File: config.mk
export PLATFORM = sky130hd
export DESIGN_NAME = pt_stage_sequencer
export DESIGN_NICKNAME = d
export VERILOG_FILES = /design/src/rtl/pt_pkg.sv /design/src/rtl/pt_enable_wave.sv /design/src/rtl/pt_stage_sequencer.sv
export SDC_FILE = /design/constraint.sdc
export NUM_CORES = 1
export LEC_CHECK = 0
export ABC_CLOCK_PERIOD_IN_PS = 3150
export CORE_ASPECT_RATIO = 1.1
export CORE_MARGIN = 4
export CORE_UTILIZATION = 30
export CTS_BUF_LIST = sky130_fd_sc_hd__clkbuf_4
export CTS_CLUSTER_DIAMETER = 200
export CTS_CLUSTER_SIZE = 12
export DETAILED_ROUTE_END_ITERATION = 10
export REMOVE_ABC_BUFFERS = 1
export SLEW_MARGIN = 30
export SYNTH_ARGS = -nofsm -noshare
export SYNTH_HDL_FRONTEND = slang
export SYNTH_HIERARCHICAL = 1
export SYNTH_SLANG_ARGS = --single-unit
export TNS_END_PERCENT = 10
File: constraint.sdc
create_clock -name clk -period 3.15 [get_ports clk]
set_clock_uncertainty 0.1 [all_clocks]
set_input_delay 0.945 -clock clk [delete_from_list [all_inputs] [get_ports clk]]
set_output_delay 0.945 -clock clk [all_outputs]
set_load 0.05 [all_outputs]
File: src/rtl/pt_pkg.sv
// Shared definitions for the Pan-Tompkins stage sequencer and the filter
// stages it drives.
//   pt_state_t        : sequencer state encoding (IDLE=0, WARMUP=1, RUN=2, DRAIN=3)
//   PT_NB_STAGES      : number of filter stages in the chain (LPF, HPF, deriv, square, MWI)
//   PT_WARMUP_SAMPLES : completed samples discarded while the chain settles
//   PT_DATA_WIDTH     : sample width (signed)
//   PT_CNT_WIDTH      : width of warm-up and statistics counters
package pt_pkg;

    typedef enum logic [1:0] {
        ST_IDLE   = 2'd0,
        ST_WARMUP = 2'd1,
        ST_RUN    = 2'd2,
        ST_DRAIN  = 2'd3
    } pt_state_t;

    localparam int PT_NB_STAGES      = 5;
    localparam int PT_WARMUP_SAMPLES = 54;
    localparam int PT_DATA_WIDTH     = 16;
    localparam int PT_CNT_WIDTH      = 16;

endpackage

File: src/rtl/pt_enable_wave.sv
// Enable-wave shift register. Each launch injects a one into bit 0; the one
// walks up one stage per clock, so bit k is the enable for filter stage k.
// Several waves may be in flight at once.
// Ports:
//   clk      in   clock
//   rstn     in   asynchronous reset, active low
//   launch   in   start a new wave at stage 0 on this edge
//   stage_en out  NB_STAGES  per-stage enables (the register itself)
//   empty    out  no enable will be high after the coming edge
// NB_STAGES must be at least 2.
module pt_enable_wave
    import pt_pkg::*;
#(
    parameter int NB_STAGES = PT_NB_STAGES
) (
    input  logic                 clk,
    input  logic                 rstn,
    input  logic                 launch,
    output logic [NB_STAGES-1:0] stage_en,
    output logic                 empty
);

    logic [NB_STAGES-1:0] wave;

    always_ff @(posedge clk or negedge rstn) begin
        if (!rstn) begin
            wave <= '0;
        end else begin
            wave <= {wave[NB_STAGES-2:0], launch};
        end
    end

    assign stage_en = wave;

    // Looks one edge ahead: the top bit falls off on the next shift, so only
    // the lower bits and a new launch can keep the register occupied. This
    // lets the sequencer leave DRAIN in the same cycle the last enable fires.
    assign empty = ~launch & ~(|wave[NB_STAGES-2:0]);

endmodule

File: src/rtl/pt_stage_sequencer.sv
// Sample-rate sequencer for the Pan-Tompkins filter chain.
// Accepts ADC samples over valid/ready, registers each accepted sample as the
// chain input and launches one enable wave per sample across the stages, one
// stage per clock. Results are suppressed until WARMUP_SAMPLES samples have
// passed the last stage; after that every last-stage enable is flagged valid.
//
// Handshake: a sample is accepted on any edge where s_valid & s_ready; s_ready
// depends only on the state register, never on s_valid, and at most one sample
// is taken per clock.
//
// Ports:
//   clk        in   clock
//   rstn       in   asynchronous reset, active low
//   start      in   pulse: begin a run (honoured only in IDLE, loses to stop)
//   stop       in   pulse: end the run, let in-flight waves drain
//   s_valid    in   sample valid
//   s_data     in   DATA_WIDTH signed sample
//   s_ready    out  sequencer can accept a sample (WARMUP or RUN)
//   stage_xin  out  DATA_WIDTH registered sample for stage 0, held until next accept
//   stage_en   out  NB_STAGES per-stage enables
//   out_valid  out  last-stage result is settled and valid this cycle
//   settled    out  warm-up complete (level, held through DRAIN)
//   busy       out  state != IDLE
//   dropped    out  sticky: a sample was offered while s_ready was low
//   sample_cnt out  CNT_WIDTH accepted samples since start   (PT_SEQ_STATS_EN only)
//   drop_cnt   out  CNT_WIDTH dropped samples since start    (PT_SEQ_STATS_EN only)
//   state_dbg  out  2-bit state encoding for observation
//
// Build option: define PT_SEQ_STATS_EN to add the sample_cnt / drop_cnt
// statistics counters and ports.
module pt_stage_sequencer
    import pt_pkg::*;
#(
    parameter int DATA_WIDTH     = PT_DATA_WIDTH,
    parameter int NB_STAGES      = PT_NB_STAGES,
    parameter int WARMUP_SAMPLES = PT_WARMUP_SAMPLES,
    parameter int CNT_WIDTH      = PT_CNT_WIDTH
) (
    input  logic                         clk,
    input  logic                         rstn,
    input  logic                         start,
    input  logic                         stop,
    input  logic                         s_valid,
    input  logic signed [DATA_WIDTH-1:0] s_data,
    output logic                         s_ready,
    output logic signed [DATA_WIDTH-1:0] stage_xin,
    output logic [NB_STAGES-1:0]         stage_en,
    output logic                         out_valid,
    output logic                         settled,
    output logic                         busy,
    output logic                         dropped,
`ifdef PT_SEQ_STATS_EN
    output logic [CNT_WIDTH-1:0]         sample_cnt,
    output logic [CNT_WIDTH-1:0]         drop_cnt,
`endif
    output logic [1:0]                   state_dbg
);

    localparam logic [CNT_WIDTH-1:0] WARMUP_CNT = CNT_WIDTH'(WARMUP_SAMPLES);
    localparam logic [CNT_WIDTH-1:0] CNT_ONE    = CNT_WIDTH'(1);

    pt_state_t            state;
    logic [CNT_WIDTH-1:0] done_cnt;
    logic                 wave_empty;
    logic                 accept;
    logic                 drop;
    logic                 start_acc;
    logic                 warm_done;

    assign s_ready   = (state == ST_WARMUP) || (state == ST_RUN);
    assign busy      = (state != ST_IDLE);
    assign state_dbg = state;

    assign accept    = s_valid & s_ready;
    assign drop      = s_valid & ~s_ready;
    // stop has priority over start in the same cycle.
    assign start_acc = start & ~stop & (state == ST_IDLE);

    assign warm_done = (done_cnt == WARMUP_CNT);
    // done_cnt is the count before this enable, so the first qualified result
    // is sample WARMUP_SAMPLES+1.
    assign out_valid = stage_en[NB_STAGES-1] & warm_done;

    pt_enable_wave #(
        .NB_STAGES (NB_STAGES)
    ) u_wave (
        .clk      (clk),
        .rstn     (rstn),
        .launch   (accept),
        .stage_en (stage_en),
        .empty    (wave_empty)
    );

    always_ff @(posedge clk or negedge rstn) begin
        if (!rstn) begin
            state     <= ST_IDLE;
            settled   <= 1'b0;
            dropped   <= 1'b0;
            done_cnt  <= '0;
            stage_xin <= '0;
        end else begin
            if (accept) begin
                stage_xin <= s_data;
            end

            // A drop in the same cycle as the clearing start still registers.
            dropped <= (start_acc ? 1'b0 : dropped) | drop;

            // Saturates at the warm-up target; it only has to tell "settled".
            if (start_acc) begin
                done_cnt <= '0;
            end else if (stage_en[NB_STAGES-1] && !warm_done) begin
                done_cnt <= done_cnt + CNT_ONE;
            end

            case (state)
                ST_IDLE: begin
                    if (start_acc) begin
                        state   <= ST_WARMUP;
                        settled <= 1'b0;
                    end
                end
                ST_WARMUP: begin
                    if (stop) begin
                        state <= ST_DRAIN;
                    end else if (warm_done) begin
                        state   <= ST_RUN;
                        settled <= 1'b1;
                    end
                end
                ST_RUN: begin
                    if (stop) begin
                        state <= ST_DRAIN;
                    end
                end
                ST_DRAIN: begin
                    // No launches here, so at most NB_STAGES cycles in DRAIN.
                    if (wave_empty) begin
                        state   <= ST_IDLE;
                        settled <= 1'b0;
                    end
                end
                default: begin
                    state <= ST_IDLE;
                end
            endcase
        end
    end

`ifdef PT_SEQ_STATS_EN
    always_ff @(posedge clk or negedge rstn) begin
        if (!rstn) begin
            sample_cnt <= '0;
            drop_cnt   <= '0;
        end else begin
            // No sample can be accepted in IDLE, so start simply clears.
            if (start_acc) begin
                sample_cnt <= '0;
            end else if (accept && (sample_cnt != '1)) begin
                sample_cnt <= sample_cnt + CNT_ONE;
            end

            if (start_acc) begin
                drop_cnt <= drop ? CNT_ONE : '0;
            end else if (drop && (drop_cnt != '1)) begin
                drop_cnt <= drop_cnt + CNT_ONE;
            end
        end
    end
`endif

endmodule

==> run_results.csv, run 1 <==
group,metric,value,unit
yosys,synth_top_family_by_area,"simple AND/OR/NAND/NOR gates",
worst_hold_path,hold_path_class,"reg2reg",
worst_setup_path,cp_max_fo,5,
yosys,syn_avg_cell_area,11.9,sq um
drt,drc_errors,0,
floorplan,start_util,31.4,%
layout,utilization,42.0,%
worst_setup_path,reg2reg_depth,9,
sta,drv_slew,0,
floorplan,rows,30,
yosys,seq_area_frac_synth,52.2,%
yosys,synth_compound_area_share,8.40,%
placement,gp_congestion,0.731,
global_route,grt_usage,11.1,%
worst_setup_path,endpoint_kind,"output port",
worst_setup_path,reg2reg_from,"state_dbg[0]",
drt,detail-route-antenna-nets,0,
power,finalPower,2.87,mW
yosys,synth-main-ff-cell,"dfrtp_1",
yosys,synth_fa_ha_area_share,5.09,%
global_route,gr-total-overflow,0,
sta,layout_setup_ws,0.214,ns
placement,placedCellCount,295,
clock_tree,clk_pin_slew,0.13,ns
floorplan,core,6270,sq um
yosys,synth_xor_area_share,4.01,%
yosys,yosys.area_share.simple,17.7,%
drt,vias_per_cell,4.69,
yosys,synth_edf_count,0,
sta,hold_viol,0,
clock_tree,clk_latency,0.35,ns
yosys,syn_area,1970,sq um
power,p_leak,1.12,nW
layout,area_growth,33.8,%
drt,vias,1421,
clock_tree,clock-sinks,41,
placement,place_hpwl,3040,microns
sta,fin_crit_sh,93.2,%
clock_tree,ctsLongestPathBuffers,2,
sta,worst_pin_slew,0.525,ns
global_route,grt_max_degree,42,
power,ir_worst_vdd,0.542,mV
floorplan,die_area,7920,sq um
placement,portBuffers,48,
layout,n_antenna_cell,0,
global_route,antenna_found_initial,0,
sta,slew_headroom,64.9,%
yosys,synthMuxAreaShare,10.2,%
placement,place_worst_setup_slack,0.388,ns
worst_setup_path,cp.required,2.10,ns
yosys,yosysUniqueCellTypes,39,
global_route,grt_first_pass_wirelength,7090,microns
power,p_per_area,1090,nW/um^2
drt,drt_pass1_iterations,2,
layout,stdcell_count,303,
sta,hold_slack,0.308,ns
yosys,postSynth.asyncResetShare,100,%
worst_setup_path,rr_endpoint,"state_dbg[1]",
layout,drive_gt1_share,17.5,%
worst_hold_path,whs_path_depth,0,
sta,period_minus_slack,2.94,ns
clock_tree,cts_buffers,5,
clock_tree,cts_tree,"yes",
floorplan,die_h,92.9,microns
worst_hold_path,hp-start,"u_wave/stage_en[2]",
worst_setup_path,worstSetupPathType,"reg2out",
worst_hold_path,hold_end,"u_wave/stage_en[3]",
floorplan,die_x,85.2,microns
sta,final-setup-viol-count,0,
sta,fmax,0.341,GHz
worst_setup_path,critPathLaunchType,"register",
worst_setup_path,crit_arrival,1.89,ns
yosys,synth_seq_cells,41,
worst_setup_path,reg2reg_slack,0.86,ns
run,maxCapViolations,0,
drt,wl_per_cell,13.6,microns
outcome,outcome,"finished, final reports clean",
yosys,synthCells,165,
drt,drt_iter0_drc,63,
clock_tree,cts-root-buf,"clkbuf_4",
yosys,synth_warnings,6,
layout,final_nets,251,
drt,drt-total-wl,4130,microns
clock_tree,h-tree-depth,2,
global_route,grt_pass1_vias,1568,
floorplan,ios,49,
sta,rsz0062_at_grt,"false",
-- layout by cell type, fill, tap and decap left out, drive strengths merged, types with 2 or more instances in the layout --
cell	count
clkdlybuf4s50	44
dfrtp	41
nor2	18
mux2	17
inv	10
nand2	9
xnor2	9
ha	8
buf	6
nor4	6
nor3	5
clkbuf	5
a21oi	4
nand4	4
nand3	4
o21ai	3
nand2b	3
a211oi	3
a221o	2
a41oi	2
a31o	2
or3	2
clkinv	2
-- critical path, cell delays in order (launching register included) --
cell and delay (ns):
dfrtp_1 0.48, inv_1 0.09, ha_1 0.13, nor3b_1 0.18
buf_4 0.15, nand4_1 0.12, nor2_1 0.23, buf_12 0.17
-- routing by layer --
layer  GRT usage (%)  wire length, microns
met1            12.7                  1800
met2            18.1                  1870
met4            3.30                    51
met5               0                     0
met3            5.52                   413
-- worst max path at each step --
stage                              end  slack (ns)         start  cells after the start
after floorplan           state_dbg[1]       -0.06  state_dbg[0]                      9
after global placement    state_dbg[1]        0.40       s_valid                      8
after detailed placement       s_ready        0.39  state_dbg[1]                      3
after CTS                         busy        0.01  state_dbg[0]                      4
after global routing         out_valid        0.03   done_cnt[0]                      7
final                        out_valid        0.21   done_cnt[0]                      7
-- registers in the layout, summed over array words and instances, names as in the netlist --
signal,count
dropped,1
done_cnt,16
settled,1
state_dbg,2
stage_xin,16
u_wave/stage_en,5
-- cell usage after synthesis (2+ instances only) --
library cell	count	area, sq um
a31o_1	2	17.5
nand4_1	3	18.8
mux2_2	16	180
nand2_1	9	33.8
a211oi_1	2	15.0
nand2b_1	3	18.8
inv_1	10	37.5
a41oi_2	2	32.5
a21oi_1	4	20.0
nor2_1	17	63.8
dfrtp_1	41	1030
nand3_1	3	15.0
a221o_1	2	20.0
ha_1	8	100
nor3_1	5	25.0
o21ai_0	3	15.0
nor4_1	4	25.0
or3_1	2	12.5
xnor2_1	9	78.8
-- kinds of logic after synthesis --
group	Yosys count
XOR/XNOR	9
multiplexers	18
adder cells (fa/ha/maj)	8
flip-flops	41
AND/OR/NAND/NOR	57
AO/OA/AOI/OAI	20
buffers and inverters	12
-- power breakdown --
part / internal [mW] / switching [mW]
Clock: 0.0844 / 0.182
Sequential: 0.746 / 0.202
Combinational: 0.646 / 1.01
-- layout make-up --
class	count	area, sq um
Sequential cell	41	1030
Clock inverter	3	17.5
Multi-Input combinational cell	112	895
Tap cell	80	100
Timing Repair Buffer	52	519
Inverter	10	37.5
Fill cell	591	3640
Clock buffer	5	37.5
-- repair_timing --
item	CTS	global route
gates cloned	0	0
hold buffers	0	0
endpoints found under the setup margin	1	1
gates resized for setup	1	1
setup buffers	0	0
-- metrics by stage --
step	cell area (sq um)	setup TNS (ns)
floorplan	1960	-0.0585
global placement	2570	0
detailed placement	2570	0
global route	2630	0
CTS	2630	0
finish	2630	0
(Power assumes the default switching activity.)
==> run 2, diff against run 1 <==
--- a/config.mk
+++ b/config.mk
@@ -7,7 +7,7 @@
 export LEC_CHECK = 0
 export ABC_CLOCK_PERIOD_IN_PS = 3150
 export CORE_ASPECT_RATIO = 1.1
-export CORE_MARGIN = 4
+export CORE_MARGIN = 8
 export CORE_UTILIZATION = 30
 export CTS_BUF_LIST = sky130_fd_sc_hd__clkbuf_4
 export CTS_CLUSTER_DIAMETER = 200
==> run_results.csv, run 2 (synthesized netlist as in run 1, its figures left out) <==
group,metric,value,unit
layout,area_growth,37.0,%
clock_tree,cts_tree,"yes",
sta,period_minus_slack,2.95,ns
layout,stdcell_count,307,
layout,drive_gt1_share,18.7,%
worst_hold_path,hp-start,"u_wave/stage_en[2]",
global_route,grt_max_degree,31,
worst_setup_path,cp.required,2.10,ns
worst_setup_path,endpoint_kind,"output port",
floorplan,rows,31,
worst_setup_path,critPathLaunchType,"register",
global_route,gr-total-overflow,0,
drt,detail-route-antenna-nets,0,
sta,final-setup-viol-count,0,
drt,drt_iter0_drc,51,
clock_tree,clk_pin_slew,0.13,ns
floorplan,ios,49,
worst_setup_path,crit_slowest_cell,"nor4_2",
worst_setup_path,reg2reg_from,"state_dbg[0]",
sta,fin_crit_sh,93.7,%
power,finalPower,3.05,mW
layout,n_antenna_cell,0,
power,p_leak,1.15,nW
global_route,grt_first_pass_wirelength,7650,microns
drt,drt-total-wl,4450,microns
layout,nFillCells,614,
sta,slew_headroom,51.5,%
drt,vias_per_cell,4.72,
outcome,outcome,"finished, final reports clean",
power,p_per_area,1130,nW/um^2
floorplan,die_x,93.2,microns
sta,drv_slew,0,
floorplan,start_util,30.4,%
worst_hold_path,hold_path_class,"reg2reg",
sta,layout_setup_ws,0.198,ns
worst_setup_path,cp_max_fo,5,
drt,drt_pass1_iterations,4,
sta,hold_viol,0,
layout,mostFrequentLayoutCell,"clkdlybuf4s50_1",
global_route,grt_usage,10.2,%
layout,final_nets,253,
clock_tree,clk_latency,0.36,ns
global_route,grt_pass1_vias,1562,
drt,vias,1448,
worst_setup_path,slowest_delay,0.49,ns
clock_tree,cts-root-buf,"clkbuf_4",
floorplan,core,6480,sq um
worst_setup_path,crit_arrival,1.91,ns
clock_tree,cts_setup_buffers,0,
placement,place_worst_setup_slack,0.368,ns
clock_tree,clock-sinks,41,
worst_setup_path,crit_chain,"nor4_2 -> nand4_1 -> nor2_2 -> buf_12",
clock_tree,cts_buffers,5,
power,ir_worst_vdd,0.677,mV
sta,worst_pin_slew,0.727,ns
layout,final_cell_mix,"clkdlybuf4s50_1 (44), dfrtp_1 (41), mux2_2 (16), nor2_1 (16), inv_1 (10)",
placement,portBuffers,48,
clock_tree,h-tree-depth,2,
floorplan,die_area,9410,sq um
drt,drc_errors,0,
drt,wl_per_cell,14.5,microns
worst_setup_path,startpoint,"done_cnt[10]",
placement,gp_congestion,0.772,
floorplan,die_h,101,microns
sta,fmax,0.339,GHz
global_route,antenna_found_initial,0,
run,maxCapViolations,0,
sta,rsz0062_at_grt,"false",
clock_tree,ctsLongestPathBuffers,2,
worst_setup_path,worstSetupPathType,"reg2out",
placement,placedCellCount,299,
placement,place_hpwl,3330,microns
[run 2: critical path, delay by kind of cell, from the launching register on]
family / cells / cell delay [ns]
simple gates: 3 / 0.93
flops: 1 / 0.46
buf+inv: 1 / 0.16
[run 2: power breakdown]
group          switching, mW  internal [mW]
clock network          0.183          0.246
logic                   1.01          0.644
registers              0.212          0.746
total                   1.41           1.64
[run 2: final timing paths]
kind | end | slack [ns] | depth (start not counted)
min in group asynchronous | done_cnt[3] | 0.53 | 1
max in group asynchronous | done_cnt[9] | 1.83 | 2
min | u_wave/stage_en[3] | 0.31 | 0
min reg2reg | u_wave/stage_en[3] | 0.31 | 0
max reg2reg | state_dbg[1] | 0.81 | 9
max | out_valid | 0.20 | 4
[run 2: layer usage]
layer / vias to the layer above / track usage, % / wire length [microns]
met4: 0 / 2.61 / 31
li1: 703 / - / -
met3: 5 / 4.47 / 338
met1: 700 / 12.1 / 1940
met2: 40 / 16.5 / 2150
met5: - / 0 / 0
[run 2: metrics by stage]
| stage | utilization [%] | area (sq um) | hold slack [ns] | setup TNS [ns] |
|---|---|---|---|---|
| floorplan | - | 1960 | 0.436 | -0.0585 |
| detailed placement | 40.0 | 2590 | 0.283 | 0 |
| CTS | 41.5 | 2690 | 0.322 | 0 |
| global route | 41.6 | 2690 | 0.341 | 0 |
| global placement | 40.0 | 2590 | 0.282 | 0 |
| finish | 41.6 | 2690 | 0.312 | 0 |
[run 2: timing repair]
item	CTS	global route
endpoints found under the hold margin	0	0
hold buffers	0	0
gates resized for setup	2	1
setup endpoints to repair	2	1
[run 2: cell type report]
cell class / count / area [sq um] / area share (%)
Clock buffer: 5 / 37.5 / 1.39
Sequential cell: 41 / 1030 / 38.1
Clock inverter: 3 / 65.1 / 2.42
Multi-Input combinational cell: 112 / 897 / 33.3
Tap cell: 82 / 103 / 3.81
Inverter: 10 / 37.5 / 1.39
Timing Repair Buffer: 54 / 528 / 19.6
